### src/rtl/wb_regfile_if.sv
// wb_regfile_if: MEM/WB-to-writeback bus.
//   Inputs to the regfile : MEM/WB slot (valid, control, data, destination)
//                           and the two decode-stage read indices.
//   Outputs of the regfile: the two read-port data words and the
//                           registered commit trace.
// Modports: master = pipeline / decode side, slave = wb_regfile.
interface wb_regfile_if #(
  parameter int DATA_W     = 32,
  parameter int REG_ADDR_W = 5
);
  logic                  wb_valid;
  logic                  wb_reg_write;
  logic                  wb_mem_to_reg;
  logic [1:0]            wb_load_size;
  logic                  wb_load_unsigned;
  logic [DATA_W-1:0]     MemDataIn;
  logic [DATA_W-1:0]     ALUDataIn;
  logic [REG_ADDR_W-1:0] WriteBackRegIn;
  logic [REG_ADDR_W-1:0] rd_addr_a;
  logic [REG_ADDR_W-1:0] rd_addr_b;
  logic [DATA_W-1:0]     rd_data_a;
  logic [DATA_W-1:0]     rd_data_b;
  logic                  commit_valid;
  logic [REG_ADDR_W-1:0] commit_reg;
  logic [DATA_W-1:0]     commit_data;

  modport slave (
    input  wb_valid, wb_reg_write, wb_mem_to_reg, wb_load_size, wb_load_unsigned,
    input  MemDataIn, ALUDataIn, WriteBackRegIn, rd_addr_a, rd_addr_b,
    output rd_data_a, rd_data_b, commit_valid, commit_reg, commit_data
  );

  modport master (
    output wb_valid, wb_reg_write, wb_mem_to_reg, wb_load_size, wb_load_unsigned,
    output MemDataIn, ALUDataIn, WriteBackRegIn, rd_addr_a, rd_addr_b,
    input  rd_data_a, rd_data_b, commit_valid, commit_reg, commit_data
  );
endinterface

### src/rtl/wb_regfile.sv
// wb_regfile: writeback stage and 2**REG_ADDR_W-entry general register file.
//   clk   : rising-edge clock.
//   reset : synchronous, active-high; clears registers and commit trace.
//   bus   : wb_regfile_if.slave -- MEM/WB slot in, two combinational read
//           ports (with same-cycle write-through bypass) and a registered
//           commit trace out.
// Loads are big-endian: byte offset 0 is the most significant byte.
// The sub-word extraction assumes DATA_W = 32.
module wb_regfile #(
  parameter int DATA_W     = 32,
  parameter int REG_ADDR_W = 5
) (
  input  logic         clk,
  input  logic         reset,
  wb_regfile_if.slave  bus
);
  localparam int NREGS = 2 ** REG_ADDR_W;

  logic                  we;
  logic [1:0]            off;
  logic [7:0]            byte_sel;
  logic [15:0]           half_sel;
  logic [DATA_W-1:0]     mem_ext;
  logic [DATA_W-1:0]     result;
  logic [DATA_W-1:0]     regs [NREGS];

  logic                  commit_valid_reg;
  logic [REG_ADDR_W-1:0] commit_reg_reg;
  logic [DATA_W-1:0]     commit_data_reg;

  // Writes to register 0 are discarded and leave no commit record.
  assign we = bus.wb_valid & bus.wb_reg_write & (bus.WriteBackRegIn != '0);

  always_comb begin
    off      = bus.ALUDataIn[1:0];
    byte_sel = 8'h00;
    half_sel = 16'h0000;
    mem_ext  = '0;

    case (off)
      2'd0:    byte_sel = bus.MemDataIn[31:24];
      2'd1:    byte_sel = bus.MemDataIn[23:16];
      2'd2:    byte_sel = bus.MemDataIn[15:8];
      default: byte_sel = bus.MemDataIn[7:0];
    endcase

    // Half-word loads only look at off[1]; off[0] is ignored.
    half_sel = off[1] ? bus.MemDataIn[15:0] : bus.MemDataIn[31:16];

    case (bus.wb_load_size)
      2'b00: mem_ext = bus.wb_load_unsigned ? {{(DATA_W-8){1'b0}}, byte_sel}
                                            : {{(DATA_W-8){byte_sel[7]}}, byte_sel};
      2'b01: mem_ext = bus.wb_load_unsigned ? {{(DATA_W-16){1'b0}}, half_sel}
                                            : {{(DATA_W-16){half_sel[15]}}, half_sel};
      default: mem_ext = bus.MemDataIn;   // 10 and 11 are both full-word loads
    endcase

    result = bus.wb_mem_to_reg ? mem_ext : bus.ALUDataIn;
  end

  // Register storage. Entry 0 is never written (we excludes it) and the
  // read ports force it to zero, so it only exists to keep indexing simple.
  always_ff @(posedge clk) begin
    if (reset) begin
      for (int i = 0; i < NREGS; i++) begin
        regs[i] <= '0;
      end
    end else if (we) begin
      regs[bus.WriteBackRegIn] <= result;
    end
  end

  // Read ports: zero index and reset both read as zero; a matching write in
  // the current cycle is forwarded so decode sees it without a stall.
  logic [REG_ADDR_W-1:0] rd_addr [2];
  logic [DATA_W-1:0]     rd_data [2];

  assign rd_addr[0] = bus.rd_addr_a;
  assign rd_addr[1] = bus.rd_addr_b;

  generate
    for (genvar gi = 0; gi < 2; gi++) begin : gen_rd_port
      assign rd_data[gi] = (reset || rd_addr[gi] == '0)             ? '0 :
                           (we && rd_addr[gi] == bus.WriteBackRegIn) ? result :
                                                                       regs[rd_addr[gi]];
    end
  endgenerate

  assign bus.rd_data_a = rd_data[0];
  assign bus.rd_data_b = rd_data[1];

  // Commit trace: valid pulses for one cycle after each write; index and
  // data hold the most recent write until the next one.
  always_ff @(posedge clk) begin
    if (reset) begin
      commit_valid_reg <= 1'b0;
      commit_reg_reg   <= '0;
      commit_data_reg  <= '0;
    end else begin
      commit_valid_reg <= we;
      if (we) begin
        commit_reg_reg  <= bus.WriteBackRegIn;
        commit_data_reg <= result;
      end
    end
  end

  assign bus.commit_valid = commit_valid_reg;
  assign bus.commit_reg   = commit_reg_reg;
  assign bus.commit_data  = commit_data_reg;
endmodule

### src/flat_wrapper.sv
// flat-port wrapper written by rule: the top's interface ports become plain ports
module wb_regfile_flat 
#(
  parameter int DATA_W     = 32,
  parameter int REG_ADDR_W = 5
)
  (clk, reset, bus_wb_valid, bus_wb_reg_write, bus_wb_mem_to_reg, bus_wb_load_size, bus_wb_load_unsigned, bus_MemDataIn, bus_ALUDataIn, bus_WriteBackRegIn, bus_rd_addr_a, bus_rd_addr_b, bus_rd_data_a, bus_rd_data_b, bus_commit_valid, bus_commit_reg, bus_commit_data);
  wb_regfile_if #(.DATA_W(DATA_W), .REG_ADDR_W(REG_ADDR_W)) bus_i ();
  input  logic clk;
  input  logic reset;
  input wire logic [$bits(bus_i.wb_valid)-1:0] bus_wb_valid;
  input wire logic [$bits(bus_i.wb_reg_write)-1:0] bus_wb_reg_write;
  input wire logic [$bits(bus_i.wb_mem_to_reg)-1:0] bus_wb_mem_to_reg;
  input wire logic [$bits(bus_i.wb_load_size)-1:0] bus_wb_load_size;
  input wire logic [$bits(bus_i.wb_load_unsigned)-1:0] bus_wb_load_unsigned;
  input wire logic [$bits(bus_i.MemDataIn)-1:0] bus_MemDataIn;
  input wire logic [$bits(bus_i.ALUDataIn)-1:0] bus_ALUDataIn;
  input wire logic [$bits(bus_i.WriteBackRegIn)-1:0] bus_WriteBackRegIn;
  input wire logic [$bits(bus_i.rd_addr_a)-1:0] bus_rd_addr_a;
  input wire logic [$bits(bus_i.rd_addr_b)-1:0] bus_rd_addr_b;
  output wire logic [$bits(bus_i.rd_data_a)-1:0] bus_rd_data_a;
  output wire logic [$bits(bus_i.rd_data_b)-1:0] bus_rd_data_b;
  output wire logic [$bits(bus_i.commit_valid)-1:0] bus_commit_valid;
  output wire logic [$bits(bus_i.commit_reg)-1:0] bus_commit_reg;
  output wire logic [$bits(bus_i.commit_data)-1:0] bus_commit_data;
  assign bus_i.wb_valid = bus_wb_valid;
  assign bus_i.wb_reg_write = bus_wb_reg_write;
  assign bus_i.wb_mem_to_reg = bus_wb_mem_to_reg;
  assign bus_i.wb_load_size = bus_wb_load_size;
  assign bus_i.wb_load_unsigned = bus_wb_load_unsigned;
  assign bus_i.MemDataIn = bus_MemDataIn;
  assign bus_i.ALUDataIn = bus_ALUDataIn;
  assign bus_i.WriteBackRegIn = bus_WriteBackRegIn;
  assign bus_i.rd_addr_a = bus_rd_addr_a;
  assign bus_i.rd_addr_b = bus_rd_addr_b;
  assign bus_rd_data_a = bus_i.rd_data_a;
  assign bus_rd_data_b = bus_i.rd_data_b;
  assign bus_commit_valid = bus_i.commit_valid;
  assign bus_commit_reg = bus_i.commit_reg;
  assign bus_commit_data = bus_i.commit_data;
  wb_regfile #(.DATA_W(DATA_W), .REG_ADDR_W(REG_ADDR_W)) u_core (.clk(clk), .reset(reset), .bus(bus_i));
endmodule
### config.mk
export PLATFORM = sky130hd
export DESIGN_NAME = wb_regfile_flat
export DESIGN_NICKNAME = d
export VERILOG_FILES = /design/src/rtl/wb_regfile_if.sv /design/src/rtl/wb_regfile.sv /design/src/flat_wrapper.sv
export SDC_FILE = /design/constraint.sdc
export NUM_CORES = 2
export LEC_CHECK = 0
export ABC_CLOCK_PERIOD_IN_PS = 2580
export BUFFER_PORTS_ARGS = -buffer_cell sky130_fd_sc_hd__buf_2
export CORE_MARGIN = 4
export CORE_UTILIZATION = 35
export CTS_BUF_LIST = sky130_fd_sc_hd__clkbuf_8 sky130_fd_sc_hd__clkbuf_16
export DETAILED_ROUTE_END_ITERATION = 12
export PLACE_DENSITY_LB_ADDON = 0.25
export SLEW_MARGIN = 5
export SYNTH_ARGS = -nofsm -noshare
export SYNTH_HDL_FRONTEND = slang
export SYNTH_SLANG_ARGS = --single-unit
export TNS_END_PERCENT = 1
### constraint.sdc
create_clock -name clk -period 2.58 [get_ports clk]
set_input_delay 0.258 -clock clk [delete_from_list [all_inputs] [get_ports clk]]
set_output_delay 0.258 -clock clk [all_outputs]
set_load 0.05 [all_outputs]
# Yosys cells after proc, flatten, opt, wreduce, memory -nomap -nowiden
# Memories as Yosys holds them, arrays and structs flattened.
# Cells that the tools add are included.
# Widths: inputs -> output; s select.
[op_classes]
n_eq_ne = 5
muxes = 18
n_bitwise = 2
reduce_logical = 10
[op_table]
columns = ["op", "count"]
rows = [
  ["$mux 32", 8],
  ["$pmux 32 s2", 1],
  ["$reduce_or 32->1", 1],
  ["$pmux 8 s3", 1],
  ["$mux 16", 1],
  ["$eq 5x5->1", 2],
  ["$logic_not 5->1", 2],
  ["$mux 1", 6],
  ["$mux 5", 1],
  ["$reduce_bool 5->1", 1],
  ["$eq 2x1->1 const B", 2],
  ["$logic_not 2->1", 2],
  ["$and 1x1->1", 2],
  ["$eq 2x2->1 const B", 1],
  ["$logic_and 1x1->1", 2],
  ["$logic_or 1x1->1", 2],
]
[word_totals]
reg_bits = 38
ram_bits = 1024
input_bits = 87
output_inout_bits = 102
elab_cells = 39
n_memories = 1
[memory_table]
columns = ["memory", "words", "width", "rd", "rd_ports_with_merged_regs", "write_ports", "line", "rtl"]
rows = [
  ["u_core.regs", 32, 32, 2, 0, 32, "wb_regfile.sv:25", "logic [DATA_W-1:0] regs [NREGS];"],
]

# Logic depth before layout (Yosys ltp)
[logic_depth]
word_depth = 7
ltp_mapped = 10
mapped_depth_nobuf = 5

# Worst setup path before layout
# No wires, ideal clock.
[synth_path]
path_type = "input to output"
startpoint = "in bus_rd_addr_a[1]"
endpoint = "out bus_rd_data_a[0]"
arrival_ns = 3.938
slack_ns = -1.616
path_stages = 9
path_buffers = 4
cell_sequence = "buf_2 buf_4 buf_2 buf_2 nor2_1 a22oi_1 nand2_1 nor3_1 a2111oi_0"
[synth_via]
elab_chain_cells = 4
elab_cells_between_ends = 7
[synth_lines]
columns = ["item", "line", "rtl"]
rows = [
  ["start, declared", "flat_wrapper.sv:19", "input wire logic [$bits(bus_i.rd_addr_a)-1:0] bus_rd_addr_a;"],
  ["branches (longest 3 deep; another with $mem_v2 32x32)", "n/a", ""],
  ["$mux 32 *", "wb_regfile.sv:83", "assign rd_data[gi] = (reset || rd_addr[gi] == '0) ? '0 :"],
  ["end, declared", "flat_wrapper.sv:21", "output wire logic [$bits(bus_i.rd_data_a)-1:0] bus_rd_data_a;"],
]
# Mark *: on every way between the ends.

==> flow_summary_export.csv <==
group,metric,value,unit
setup_path,cp_max_fo,2,
route,vias,41267,
grt,overflow,0,
flow_run,cap_violations,0,
timing,fin_worst_skew,0,ps
pwr,power.density,640,nW/um2
route,drc,0,
timing,final_max_slew_viol_count,0,
timing,clock.fmax,0.328,GHz
clock_tree,cts_tree,"yes",
status,violations,"setup timing",
floorplanning,core-area,157000,um2
placement,dp_hpwl,149,mm
synthesis,synth-edff-count,1024,
clock_tree,clk_latency,740,ps
timing,period_needed,3050,ps
pwr,p_leak,25.4,nW
floorplanning,die_h,405,um
clock_tree,h-tree-depth,3,
route,wire_per_inst,33.1,um
clock_tree,clkTransAtPathRegs,60,ps
clock_tree,root_buffer,"clkbuf_16",
grt,grt_max_degree,50,
pwr,p_int,32.4,mW
placement,dp_cells,6545,
synthesis,ys.flop_type,"edfxtp_1",
layout,drive_gt1_share,37.1,%
layout,stdcell_count,6761,
setup_path,crit_path_end_kind,"output pin",
floorplanning,start_util,35.3,%
setup_path,cp-start-kind,"register",
setup_path,critPathArrivalTime,2790,ps
grt,track_usage,26.9,%
synthesis,yosys_warnings,0,
grt,grt_pass1_vias,40913,
grt,grt_pass1_wl,312,mm
floorplanning,dieArea,164000,um2
route,routed_wl,224,mm
setup_path,required,2320,ps
floorplanning,core.rowCount,145,
floorplanning,ios,189,
synthesis,seq_area_frac_synth,57.0,%
floorplanning,die_width,405,um
synthesis,yosysUniqueCellTypes,64,
clock_tree,cts_sinks,1062,
placement,gp_congestion,0.923,
timing,worst_slew_pin_slew,903,ps
timing,hold_ws,59.8,ps
grt,antenna_found_initial,4,
pwr,power_switching,12.3,mW
timing,finalCritPeriodShare,118,%
pwr,p_seq_share,45.4,%
layout,postLayoutCoreUtil,44.7,%
timing,setup_viol,64,
layout,largest_register_ffs,1024,
timing,hold_viol_final,0,
clock_tree,clk_path_buf_depth,3,
synthesis,avgSynthCellArea,13.6,um2
placement,io_buffers,188,
layout,num_antenna_cells,0,
synthesis,async_flop_share,0,%
route,drtIter0Drc,5495,
pwr,comb_power_share,18.4,%
pwr,irDropWorstVdd,0.512,mV
layout,num-nets-final,4699,
clock_tree,cts_buffers,114,
pwr,clockPowerShare,36.2,%
timing,slew_headroom,39.6,%
synthesis,synthesis.instances,4064,
worst_hold_path,min_path_type,"in2reg",
timing,rsz0062_at_grt,"yes",
layout,area_delta_synth_final,26.5,%
synthesis,ys_seq_elements,1062,
timing,fin_ws,-468,ps
setup_path,setup.worst_path.class,"reg2out",
status,status,"finished with violations",
synthesis,synthesis.area,55300,um2
route,viasPerCell,6.10,
route,ant_nets,0,
pwr,switching_share,27.5,%
route,firstDrtPassIters,6,
synthesized netlist by cell type (5+ instances only):
| cell type | number | area (um2) |
|---|---|---|
| a211oi_1 | 37 | 278 |
| buf_2 | 136 | 681 |
| buf_4 | 24 | 180 |
| a2bb2oi_1 | 12 | 105 |
| mux2i_1 | 165 | 1650 |
| nor2b_1 | 23 | 144 |
| nand2b_1 | 44 | 275 |
| a21o_1 | 34 | 255 |
| clkbuf_1 | 243 | 912 |
| nor4_1 | 13 | 81.3 |
| a311oi_1 | 17 | 149 |
| a211oi_2 | 5 | 62.6 |
| inv_1 | 19 | 71.3 |
| o22ai_1 | 53 | 332 |
| mux4_2 | 430 | 9680 |
| a221o_1 | 13 | 130 |
| nor2_1 | 1058 | 3970 |
| a21oi_1 | 46 | 230 |
| nand3b_1 | 9 | 67.6 |
| mux2_2 | 39 | 439 |
| a22o_1 | 5 | 43.8 |
| nand3_1 | 8 | 40.0 |
| buf_6 | 28 | 315 |
| a211oi_4 | 10 | 200 |
| o221ai_1 | 66 | 578 |
| a22oi_1 | 83 | 623 |
| nor3b_1 | 5 | 37.5 |
| buf_1 | 14 | 52.6 |
| o21a_1 | 21 | 158 |
| or2_2 | 6 | 37.5 |
| xor2_1 | 10 | 87.6 |
| dfxtp_1 | 38 | 761 |
| edfxtp_1 | 1024 | 30700 |
| o21ai_0 | 24 | 120 |
| and3_1 | 18 | 113 |
| o21bai_1 | 25 | 188 |
| a221oi_1 | 57 | 499 |
| a21boi_0 | 12 | 90.1 |
| nand2_1 | 146 | 548 |
kinds of logic (layout without fill, tap and decap cells):
kind of cell / after synthesis / after routing / synth area share (%)
AND/OR/NAND/NOR: 1348 / 1348 / 9.84
flip-flops: 1062 / 1062 / 57.0
multiplexers: 635 / 635 / 21.3
AO/OA/AOI/OAI: 542 / 542 / 7.65
buffers and inverters: 466 / 1074 / 4.01
XOR/XNOR: 10 / 10 / 0.158
other: 1 / 32 / 0.00678
metal layers:
| layer | up-vias | global-route usage [%] | part of all wire (%) |
|---|---|---|---|
| met5 | - | 0 | 0 |
| met4 | 0 | 10.5 | 4.6 |
| met3 | 510 | 7.09 | 12 |
| met2 | 2706 | 41.1 | 45 |
| met1 | 21349 | 36.6 | 39 |
| li1 | 16702 | - | - |
path summary, 6_finish.rpt:
path	start	to	slack, ps	depth (start not counted)
worst max-delay path	u_core.regs[8][7]	bus_rd_data_a[7]	-470	6
worst min-delay path	bus_ALUDataIn[19]	u_core.regs[17][19]	60	4
worst max register to register	u_core.bus.commit_reg[2]	u_core.bus.commit_reg[2]	1400	3
worst min register to register	u_core.bus.commit_reg[0]	u_core.bus.commit_reg[0]	450	2
what timing repair did:
| item | 4_1_cts | 5_1_grt |
|---|---|---|
| gates resized for setup | 180 | 82 |
| endpoints found under the setup margin | 64 | 64 |
| hold buffers | 6 | 0 |
| endpoints found under the hold margin | 4 | 0 |
| setup buffers | 1 | 3 |
| pin swaps | 38 | 20 |
metrics by stage:
| step | setup WS, ps | power (mW) | instance area [um2] | setup TNS (ps) |
|---|---|---|---|---|
| 4_1_cts | -490 | 44.6 | 69500 | -16450 |
| 5_1_grt | -490 | 46.0 | 69900 | -18770 |
| 2_1_floorplan | -254 | 24.5 | 55500 | -8370 |
| 3_3_place_gp | -473 | 28.3 | 64900 | -16080 |
| 6_report | -468 | 44.7 | 69900 | -13910 |
| 3_5_place_dp | -452 | 28.3 | 64900 | -16350 |
area by class of cell:
cell class	count	area [um2]
Timing Repair Buffer	846	8920
Tap cell	2058	2570
Fill cell	14065	86600
Clock inverter	84	641
Inverter	21	81.3
Clock buffer	123	2980
Multi-Input combinational cell	2567	23200
Sequential cell	1062	31500
worst max-delay path, stage by stage (launching register included):
cell and delay [ps]:
edfxtp_1 430, mux4_2 490, mux4_2 530, and2_4 170
a21oi_4 140, o22ai_4 120, buf_12 170
power by group through the flow:
stage | Combinational (mW) | Sequential, mW | Clock [mW]
floorplan | 3.95 | 20.6 | 0
global placement | 7.71 | 20.6 | 0
detailed placement | 7.72 | 20.6 | 0
CTS | 8.03 | 20.3 | 16.4
global route | 8.49 | 20.4 | 17.1
finish | 8.24 | 20.3 | 16.2
placed cells by master (no fill, tap or decap), types with 25 or more instances in the layout:
cell	count
nor2_1	1055
edfxtp_1	1024
buf_4	473
mux4_2	430
buf_12	215
mux2i_1	165
buf_2	116
clkbuf_16	114
nand2_1	106
a22oi_1	64
inv_1	50
a221oi_1	43
nand2_2	40
mux2_2	39
dfxtp_1	38
a21oi_1	33
a21o_1	32
conb_1	32
nand2b_2	31
buf_6	31
o22ai_1	30
o221ai_2	29
o21bai_1	25
Power figures use the tool's default switching activity.
